--- src/rtl/fdiv_core_pkg.sv ---
// Single-precision field layout and helpers shared by the divider core and its bench.
// Only normal numbers are represented; denormals collapse to zero.
package fpu_pkg;
  localparam int BIAS = 127;
  localparam int EXP_W = 8;
  localparam int MAN_W = 23;
  localparam logic [EXP_W-1:0] EXP_RECIP126 = 8'd253;

  typedef struct packed {
    logic             s;
    logic [EXP_W-1:0] e;
    logic [MAN_W-1:0] m;
  } fp32_t;

  function automatic logic f_sign(input logic [31:0] x);
    return x[31];
  endfunction

  function automatic logic [EXP_W-1:0] f_exp(input logic [31:0] x);
    return x[30:23];
  endfunction

  function automatic logic [MAN_W-1:0] f_man(input logic [31:0] x);
    return x[22:0];
  endfunction
endpackage

--- src/rtl/fdiv_core_if.sv ---
// Dispatch, reciprocal-unit and writeback signals of the divider; slave is the core side.
interface fdiv_core_if;
  logic        in_valid;
  logic        in_ready;
  logic [31:0] in_a;
  logic [31:0] in_b;
  logic [31:0] recip_b;
  logic [31:0] recip_q;
  logic        recip_flag126;
  logic        out_valid;
  logic        out_ready;
  logic [31:0] out_q;

  modport slave (
    input  in_valid, in_a, in_b, recip_q, recip_flag126, out_ready,
    output in_ready, recip_b, out_valid, out_q
  );

  modport master (
    output in_valid, in_a, in_b, recip_q, recip_flag126, out_ready,
    input  in_ready, recip_b, out_valid, out_q
  );
endinterface

--- src/rtl/fdiv_out_fifo.sv ---
// Synchronous result FIFO; pointers wrap modulo DEPTH so any depth >= 1 works.
// Simultaneous push and pop leave the count unchanged; a pop on empty is ignored.
module fdiv_out_fifo #(
  parameter int DEPTH = 8,
  parameter int WIDTH = 32,
  localparam int PW = (DEPTH > 1) ? $clog2(DEPTH) : 1,
  localparam int CW = $clog2(DEPTH + 1)
) (
  input  logic             clk,
  input  logic             rst,
  input  logic             push,
  input  logic [WIDTH-1:0] push_dat,
  input  logic             pop,
  output logic [WIDTH-1:0] pop_dat,
  output logic [CW-1:0]    count,
  output logic             empty
);
  logic [WIDTH-1:0] mem [DEPTH];
  logic [PW-1:0]    wr_ptr;
  logic [PW-1:0]    rd_ptr;
  logic             pop_ok;

  function automatic logic [PW-1:0] ptr_inc(input logic [PW-1:0] p);
    return (p == PW'(DEPTH - 1)) ? '0 : p + 1'b1;
  endfunction

  assign empty   = (count == '0);
  assign pop_ok  = pop && !empty;
  assign pop_dat = mem[rd_ptr];

  always_ff @(posedge clk or posedge rst) begin
    if (rst) begin
      wr_ptr <= '0;
      rd_ptr <= '0;
      count  <= '0;
      for (int i = 0; i < DEPTH; i++) mem[i] <= '0;
    end else begin
      if (push) begin
        mem[wr_ptr] <= push_dat;
        wr_ptr      <= ptr_inc(wr_ptr);
      end
      if (pop_ok) rd_ptr <= ptr_inc(rd_ptr);
      if (push && !pop_ok)      count <= count + 1'b1;
      else if (!push && pop_ok) count <= count - 1'b1;
    end
  end

  // Upstream credits guarantee room; a push into a full FIFO means the credit math broke.
  a_no_overflow: assert property (@(posedge clk) disable iff (rst)
    !(push && !pop_ok && (count == CW'(DEPTH))));
endmodule

--- src/rtl/fdiv_core.sv ---
// Pipelined q = a * (1/b): S0 -> reciprocal delay line -> M1 multiply -> M2 normalise -> FIFO.
// Accept-to-out_valid is RECIP_LAT+3 edges; in_ready is a credit check over stages plus FIFO.
module fdiv_core import fpu_pkg::*; #(
  parameter int RECIP_LAT  = 2,
  parameter int FIFO_DEPTH = 8
) (
  input logic       clk,
  input logic       rst,
  fdiv_core_if.slave io
);
  localparam int CW = $clog2(FIFO_DEPTH + 1);

  logic                 s0_v;
  logic [31:0]          s0_a;
  logic [31:0]          s0_b;
  logic [RECIP_LAT-1:0] d_v;
  logic [31:0]          d_a [RECIP_LAT];
  logic                 m1_v;
  logic                 m1_s;
  logic                 m1_z;
  logic signed [9:0]    m1_e;
  logic [47:0]          m1_p;
  logic                 m2_v;
  logic [31:0]          m2_q;

  logic [CW-1:0] fifo_count;
  logic          fifo_empty;
  logic [31:0]   fifo_head;
  logic          in_rdy;
  logic          accept;
  logic [31:0]   a_d;
  logic [47:0]   ma;
  logic [47:0]   mb;
  logic signed [9:0] e_n;
  logic [22:0]   man_n;
  fp32_t         res;
  logic          unused_p_lo;

  // Credits count every valid stage, so the FIFO always has a slot when M2 pushes.
  assign in_rdy = ($countones({s0_v, d_v, m1_v, m2_v}) + int'(fifo_count)) < FIFO_DEPTH;
  assign accept = io.in_valid && in_rdy;
  assign a_d    = d_a[RECIP_LAT-1];
  assign ma     = {24'd0, 1'b1, f_man(a_d)};
  assign mb     = {24'd0, 1'b1, f_man(io.recip_q)};

  always_ff @(posedge clk or posedge rst) begin
    if (rst) begin
      s0_v <= 1'b0;
      s0_a <= '0;
      s0_b <= '0;
      d_v  <= '0;
      for (int i = 0; i < RECIP_LAT; i++) d_a[i] <= '0;
      m1_v <= 1'b0;
      m1_s <= 1'b0;
      m1_z <= 1'b0;
      m1_e <= '0;
      m1_p <= '0;
      m2_v <= 1'b0;
      m2_q <= '0;
    end else begin
      s0_v <= accept;
      if (accept) begin
        s0_a <= io.in_a;
        s0_b <= io.in_b;
      end
      d_v[0] <= s0_v;
      d_a[0] <= s0_a;
      for (int i = 1; i < RECIP_LAT; i++) begin
        d_v[i] <= d_v[i-1];
        d_a[i] <= d_a[i-1];
      end
      // The reciprocal unit never stalls; its output is only meaningful when d_v says so.
      m1_v <= d_v[RECIP_LAT-1];
      m1_s <= f_sign(a_d) ^ f_sign(io.recip_q);
      m1_e <= {2'b00, f_exp(a_d)} + {2'b00, f_exp(io.recip_q)} - 10'(BIAS)
              - {9'd0, io.recip_flag126};
      m1_p <= ma * mb;
      m1_z <= (f_exp(a_d) == '0) || ((f_exp(io.recip_q) == '0) && !io.recip_flag126);
      m2_v <= m1_v;
      m2_q <= res;
    end
  end

  always_comb begin
    e_n   = m1_p[47] ? m1_e + 10'sd1 : m1_e;
    man_n = m1_p[47] ? m1_p[46:24] : m1_p[45:23];
    res   = '{s: m1_s, e: e_n[7:0], m: man_n};
    if (m1_z || (e_n <= 10'sd0)) res = '{s: m1_s, e: 8'h00, m: 23'd0};
    else if (e_n >= 10'sd255)    res = '{s: m1_s, e: 8'hFF, m: 23'd0};
  end

  // Low product bits fall below the truncation point.
  assign unused_p_lo = ^m1_p[22:0];

  fdiv_out_fifo #(.DEPTH(FIFO_DEPTH), .WIDTH(32)) u_fifo (
    .clk      (clk),
    .rst      (rst),
    .push     (m2_v),
    .push_dat (m2_q),
    .pop      (io.out_ready),
    .pop_dat  (fifo_head),
    .count    (fifo_count),
    .empty    (fifo_empty)
  );

  assign io.in_ready  = in_rdy;
  assign io.recip_b   = s0_b;
  assign io.out_valid = !fifo_empty;
  assign io.out_q     = fifo_head;
endmodule

--- src/flat_wrapper.sv ---
// flat-port wrapper written by rule: the top's interface ports become plain ports
module fdiv_core_flat import fpu_pkg::*;
#(
  parameter int RECIP_LAT  = 2,
  parameter int FIFO_DEPTH = 8
)
  (clk, rst, io_in_valid, io_in_a, io_in_b, io_recip_q, io_recip_flag126, io_out_ready, io_in_ready, io_recip_b, io_out_valid, io_out_q);
  fdiv_core_if io_i ();
  input logic clk;
  input logic rst;
  input wire logic [$bits(io_i.in_valid)-1:0] io_in_valid;
  input wire logic [$bits(io_i.in_a)-1:0] io_in_a;
  input wire logic [$bits(io_i.in_b)-1:0] io_in_b;
  input wire logic [$bits(io_i.recip_q)-1:0] io_recip_q;
  input wire logic [$bits(io_i.recip_flag126)-1:0] io_recip_flag126;
  input wire logic [$bits(io_i.out_ready)-1:0] io_out_ready;
  output wire logic [$bits(io_i.in_ready)-1:0] io_in_ready;
  output wire logic [$bits(io_i.recip_b)-1:0] io_recip_b;
  output wire logic [$bits(io_i.out_valid)-1:0] io_out_valid;
  output wire logic [$bits(io_i.out_q)-1:0] io_out_q;
  assign io_i.in_valid = io_in_valid;
  assign io_i.in_a = io_in_a;
  assign io_i.in_b = io_in_b;
  assign io_i.recip_q = io_recip_q;
  assign io_i.recip_flag126 = io_recip_flag126;
  assign io_i.out_ready = io_out_ready;
  assign io_in_ready = io_i.in_ready;
  assign io_recip_b = io_i.recip_b;
  assign io_out_valid = io_i.out_valid;
  assign io_out_q = io_i.out_q;
  fdiv_core #(.RECIP_LAT(RECIP_LAT), .FIFO_DEPTH(FIFO_DEPTH)) u_core (.clk(clk), .rst(rst), .io(io_i));
endmodule
--- config.mk ---
export PLATFORM = sky130hd
export DESIGN_NAME = fdiv_core_flat
export DESIGN_NICKNAME = d
export VERILOG_FILES = /design/src/rtl/fdiv_core_pkg.sv /design/src/rtl/fdiv_core_if.sv /design/src/rtl/fdiv_out_fifo.sv /design/src/rtl/fdiv_core.sv /design/src/flat_wrapper.sv
export SDC_FILE = /design/constraint.sdc
export NUM_CORES = 2
export LEC_CHECK = 0
export ABC_AREA = 1
export BUFFER_PORTS_ARGS = -buffer_cell sky130_fd_sc_hd__buf_2
export CORE_ASPECT_RATIO = 0.9
export CORE_MARGIN = 8
export CORE_UTILIZATION = 35
export DETAILED_ROUTE_END_ITERATION = 6
export GPL_TIMING_DRIVEN = 0
export PLACE_DENSITY = 0.58
export SLEW_MARGIN = 0
export SYNTH_ARGS = -nofsm -noshare
export SYNTH_HDL_FRONTEND = slang
export SYNTH_HIERARCHICAL = 1
export SYNTH_SLANG_ARGS = --single-unit
--- constraint.sdc ---
create_clock -name clk -period 7.9 [get_ports clk]
set_clock_uncertainty 0.15 [all_clocks]
set_input_delay 0.395 -clock clk [delete_from_list [all_inputs] [get_ports clk]]
set_output_delay 0.395 -clock clk [all_outputs]
set_load 0.03 [all_outputs]
==> impl_metrics.toml <==
[clock_network]
cts_root_buf = "clkbuf_16"
postCtsSetupRepairBufs = 0
clk_latency_ns = 0.63
cts_tree = "built"
htreeDepth = 2
clockBufferDepth = 3
cts_made_buffers = 52
cts.sinks = 468
clkTransAtPathRegs_ns = 0.06

[final_layout]
register_area_mm2 = 0.01171
nFillCells = 11620
drive_gt1_share_pct = 6.058
num-nets-final = 6155
syn2layout_area_growth_pct = 13.63
multiInputGateArea_mm2 = 0.02289

[setup_path]
crit_path_start_kind = "register"
startpoint = "u_core/a_d[9]$_DFF_PP0_"
critPathRequiredTime_ns = 8.25
crit_family = "adder cells"
r2r_slack_ns = 0.35
r2r-start = "u_core/a_d[9]$_DFF_PP0_"
path_class = "register to register"
crit_chain = "clkbuf_1 > nand2_1 > fa_1 > fa_1 > inv_1 > fa_1 > inv_1 > fa_1 > inv_1 > fa_1 > fa_1 > inv_1 > fa_1 > inv_1 > ha_1 > a21oi_1 > a21boi_0 > o21ai_0 > nand2_1 > nand2_1 > a21oi_1 > xor2_1"
cp.arrival_ns = 7.89
cp-end-kind = "register"
crit_path_frequent_cell = "fa_1"
cp_slowest_stage_delay_ns = 0.82
cpMaxStageDelayCell = "clkbuf_1"
cp_num_cells = 22
crit_path_end = "u_core/m1_p[28]$_DFF_PP0_"
critPathMaxFanout = 10
path_buf_inv = 6
r2r_cells = 22
reg2reg_to = "u_core/m1_p[28]$_DFF_PP0_"

[sta]
rsz0062_at_grt = "no"
relSlewSlack_pct = 9.500
timing.fmax_ghz = 0.1325
tns_ns = 0
max_slew.worst_pin.slew_ns = 1.343
drv_slew = 0
setup_viol_count_final = 0
min_period_ns = 7.547
finalCritPeriodShare_pct = 95.53
hold_viol = 0

[global_routing]
grt_max_degree = 113
grtUsageTotal_pct = 20.61
gr-total-overflow = 0
grt_pass1_vias = 33240
grt_pass1_wl_mm = 197.3
antenna_found_initial = 10

[synthesis]
synthTopCellsByCount = "1683 x nand2_1, 1118 x inv_1, 488 x fa_1"
synthFlopType = "dfrtp_1"
ys_ff_latch = 468
yosys.area.top_type_share_pct = 29.51
synth_top_cell_by_area = "dfrtp_1"
syn-cell-area_mm2 = 0.03969
ys_seq_area_share_pct = 29.51
synthArstFlopShare_pct = 100.0
synth-edff-count = 0
synth_area_per_cell_um2 = 7.812
yosys.cell_types.count = 41
synthMostInstantiatedCell = "nand2_1"
syn_nets = 5864
yosys_warnings = 6
syn-instance-count = 5080
synthTopCellsByArea = "dfrtp_1 30%, fa_1 25%, nand2_1 16%"

[floorplan]
start_util_pct = 35.16
core_mm2 = 0.1129
rows = 117
fp.dieW_um = 371.0
dieArea_mm2 = 0.1244
die_y_um = 335.5
ios = 167

[routing]
drtPass1Iterations = 5
via_per_inst = 4.710
initialDrtViolationCount = 2454
drc = 0
wire_per_inst_um = 18.53
antenna_left = 0
drt_wl_total_mm = 128.0
via_count = 32530

[place]
gp_congestion = 0.9657
io_buffers = 166
dp_hpwl_mm = 100.4

[run]
cap_viol_max_count = 0

[hold_path]
hp-class = "primary input to register"

[status]
status = "completed"
==> layer usage <==
metal | wire length, um | up-vias | GRT usage [%]
li1 | - | 15320 | -
met1 | 55620 | 15800 | 27.97
met2 | 55510 | 1149 | 31.79
met3 | 12040 | 249 | 5.989
met4 | 4750 | 8 | 6.412
met5 | 46 | - | 0
==> per-stage QoR <==
stage               instances  hold slack, ns  setup WS (ns)  utilization, %  area (um^2)
floorplan                5080          0.1812        0.02974               -        39690
global placement         6733          0.1824         -3.537           37.55        42380
detailed placement       6736          0.1847         0.2734           37.63        42480
CTS                      6901        0.008085         0.2252           39.94        45080
global route             6903         0.03962        0.07046           39.95        45090
finish                   6906         0.05145         0.3532           39.95        45100
==> worst min-delay path by stage <==
| stage | cells after the start | start | end | slack, ns |
|---|---|---|---|---|
| after global placement | 0 | u_core/d_a[42]$_DFF_PP0_ | u_core/a_d[10]$_DFF_PP0_ | 0.18 |
| after global routing | 3 | io_recip_flag126 | u_core/m1_z$_DFF_PP0_ | 0.04 |
| after CTS | 3 | io_recip_flag126 | u_core/m1_z$_DFF_PP0_ | 0.008 |
| final | 3 | io_recip_flag126 | u_core/m1_z$_DFF_PP0_ | 0.05 |
| after detailed placement | 0 | u_core/d_a[48]$_DFF_PP0_ | u_core/a_d[16]$_DFF_PP0_ | 0.18 |
| after floorplan | 0 | u_core/d_a[32]$_DFF_PP0_ | u_core/a_d[0]$_DFF_PP0_ | 0.18 |
==> logic make-up (layout without fill, tap and decap cells) <==
family,count (synthesis),count (layout),share of synthesized area [%]
and+or+nand+nor,2158,2158,20.88
buffers and inverters,1334,1668,12.81
adders and majority gates,683,683,30.76
DFF,468,468,29.51
AOI/OAI and AO/OA,409,409,5.419
xor gates and xnor gates,28,28,0.6179
other,0,5,0
==> sequential cells by signal (all words and copies together) (netlist names), 4 cells and up <==
| register | flops |
|---|---|
| u_core/u_fifo/mem | 256 |
| u_core/a_d | 32 |
| u_core/d_a | 32 |
| u_core/io.recip_b | 32 |
| u_core/m2_q | 32 |
| u_core/s0_a | 32 |
| u_core/m1_p | 25 |
| u_core/m1_e | 10 |
| u_core/u_fifo/count | 4 |
==> placed cells by master (no fill, tap or decap), types with 10 or more instances in the layout <==
cell type and instances:
dlygate4sd3_1 68, dfrtp_1 468, nor2_1 390, nand2_1 1683, clkbuf_16 52, a21oi_1 70
xor2_1 17, clkbuf_8 10, nand4_1 10, xnor2_1 11, inv_1 1116, nand3_1 40
buf_1 17, clkbuf_1 161, o21ai_0 296, buf_2 200, ha_1 195, fa_1 488
==> what timing repair did <==
item / 4_1_cts / 5_1_grt
gates resized for setup: 0 / 6
endpoints found under the hold margin: 241 / 0
setup endpoints to repair: 0 / 2
hold buffers: 68 / 0
==> cell type report <==
class                   instances  area share, %
well taps                    1487          4.126
clock inverters                28          1.018
clock buffers                  69          3.249
multi-input cells            3278          50.76
plain buffers                 215          1.967
repair buffers                237          3.535
diodes                          5        0.02775
flip-flops and latches        468          25.97
inverters                    1119          9.347
==> worst reg2reg max path, stage by stage, from the launching register on <==
cell      delay, ns
dfrtp_1        0.62
clkbuf_1       0.83
nand2_1        0.17
fa_1           0.53
fa_1           0.54
inv_1          0.05
fa_1           0.50
inv_1          0.06
fa_1           0.52
inv_1          0.05
fa_1           0.48
fa_1           0.50
inv_1          0.05
fa_1           0.48
inv_1          0.04
ha_1           0.38
a21oi_1        0.28
a21boi_0       0.35
o21ai_0        0.23
nand2_1        0.10
nand2_1        0.07
a21oi_1        0.23
xor2_1         0.22
Power is left out: the tool's default activity adds up to more than one toggle a clock period on the data nets, which glitch-free logic cannot reach.
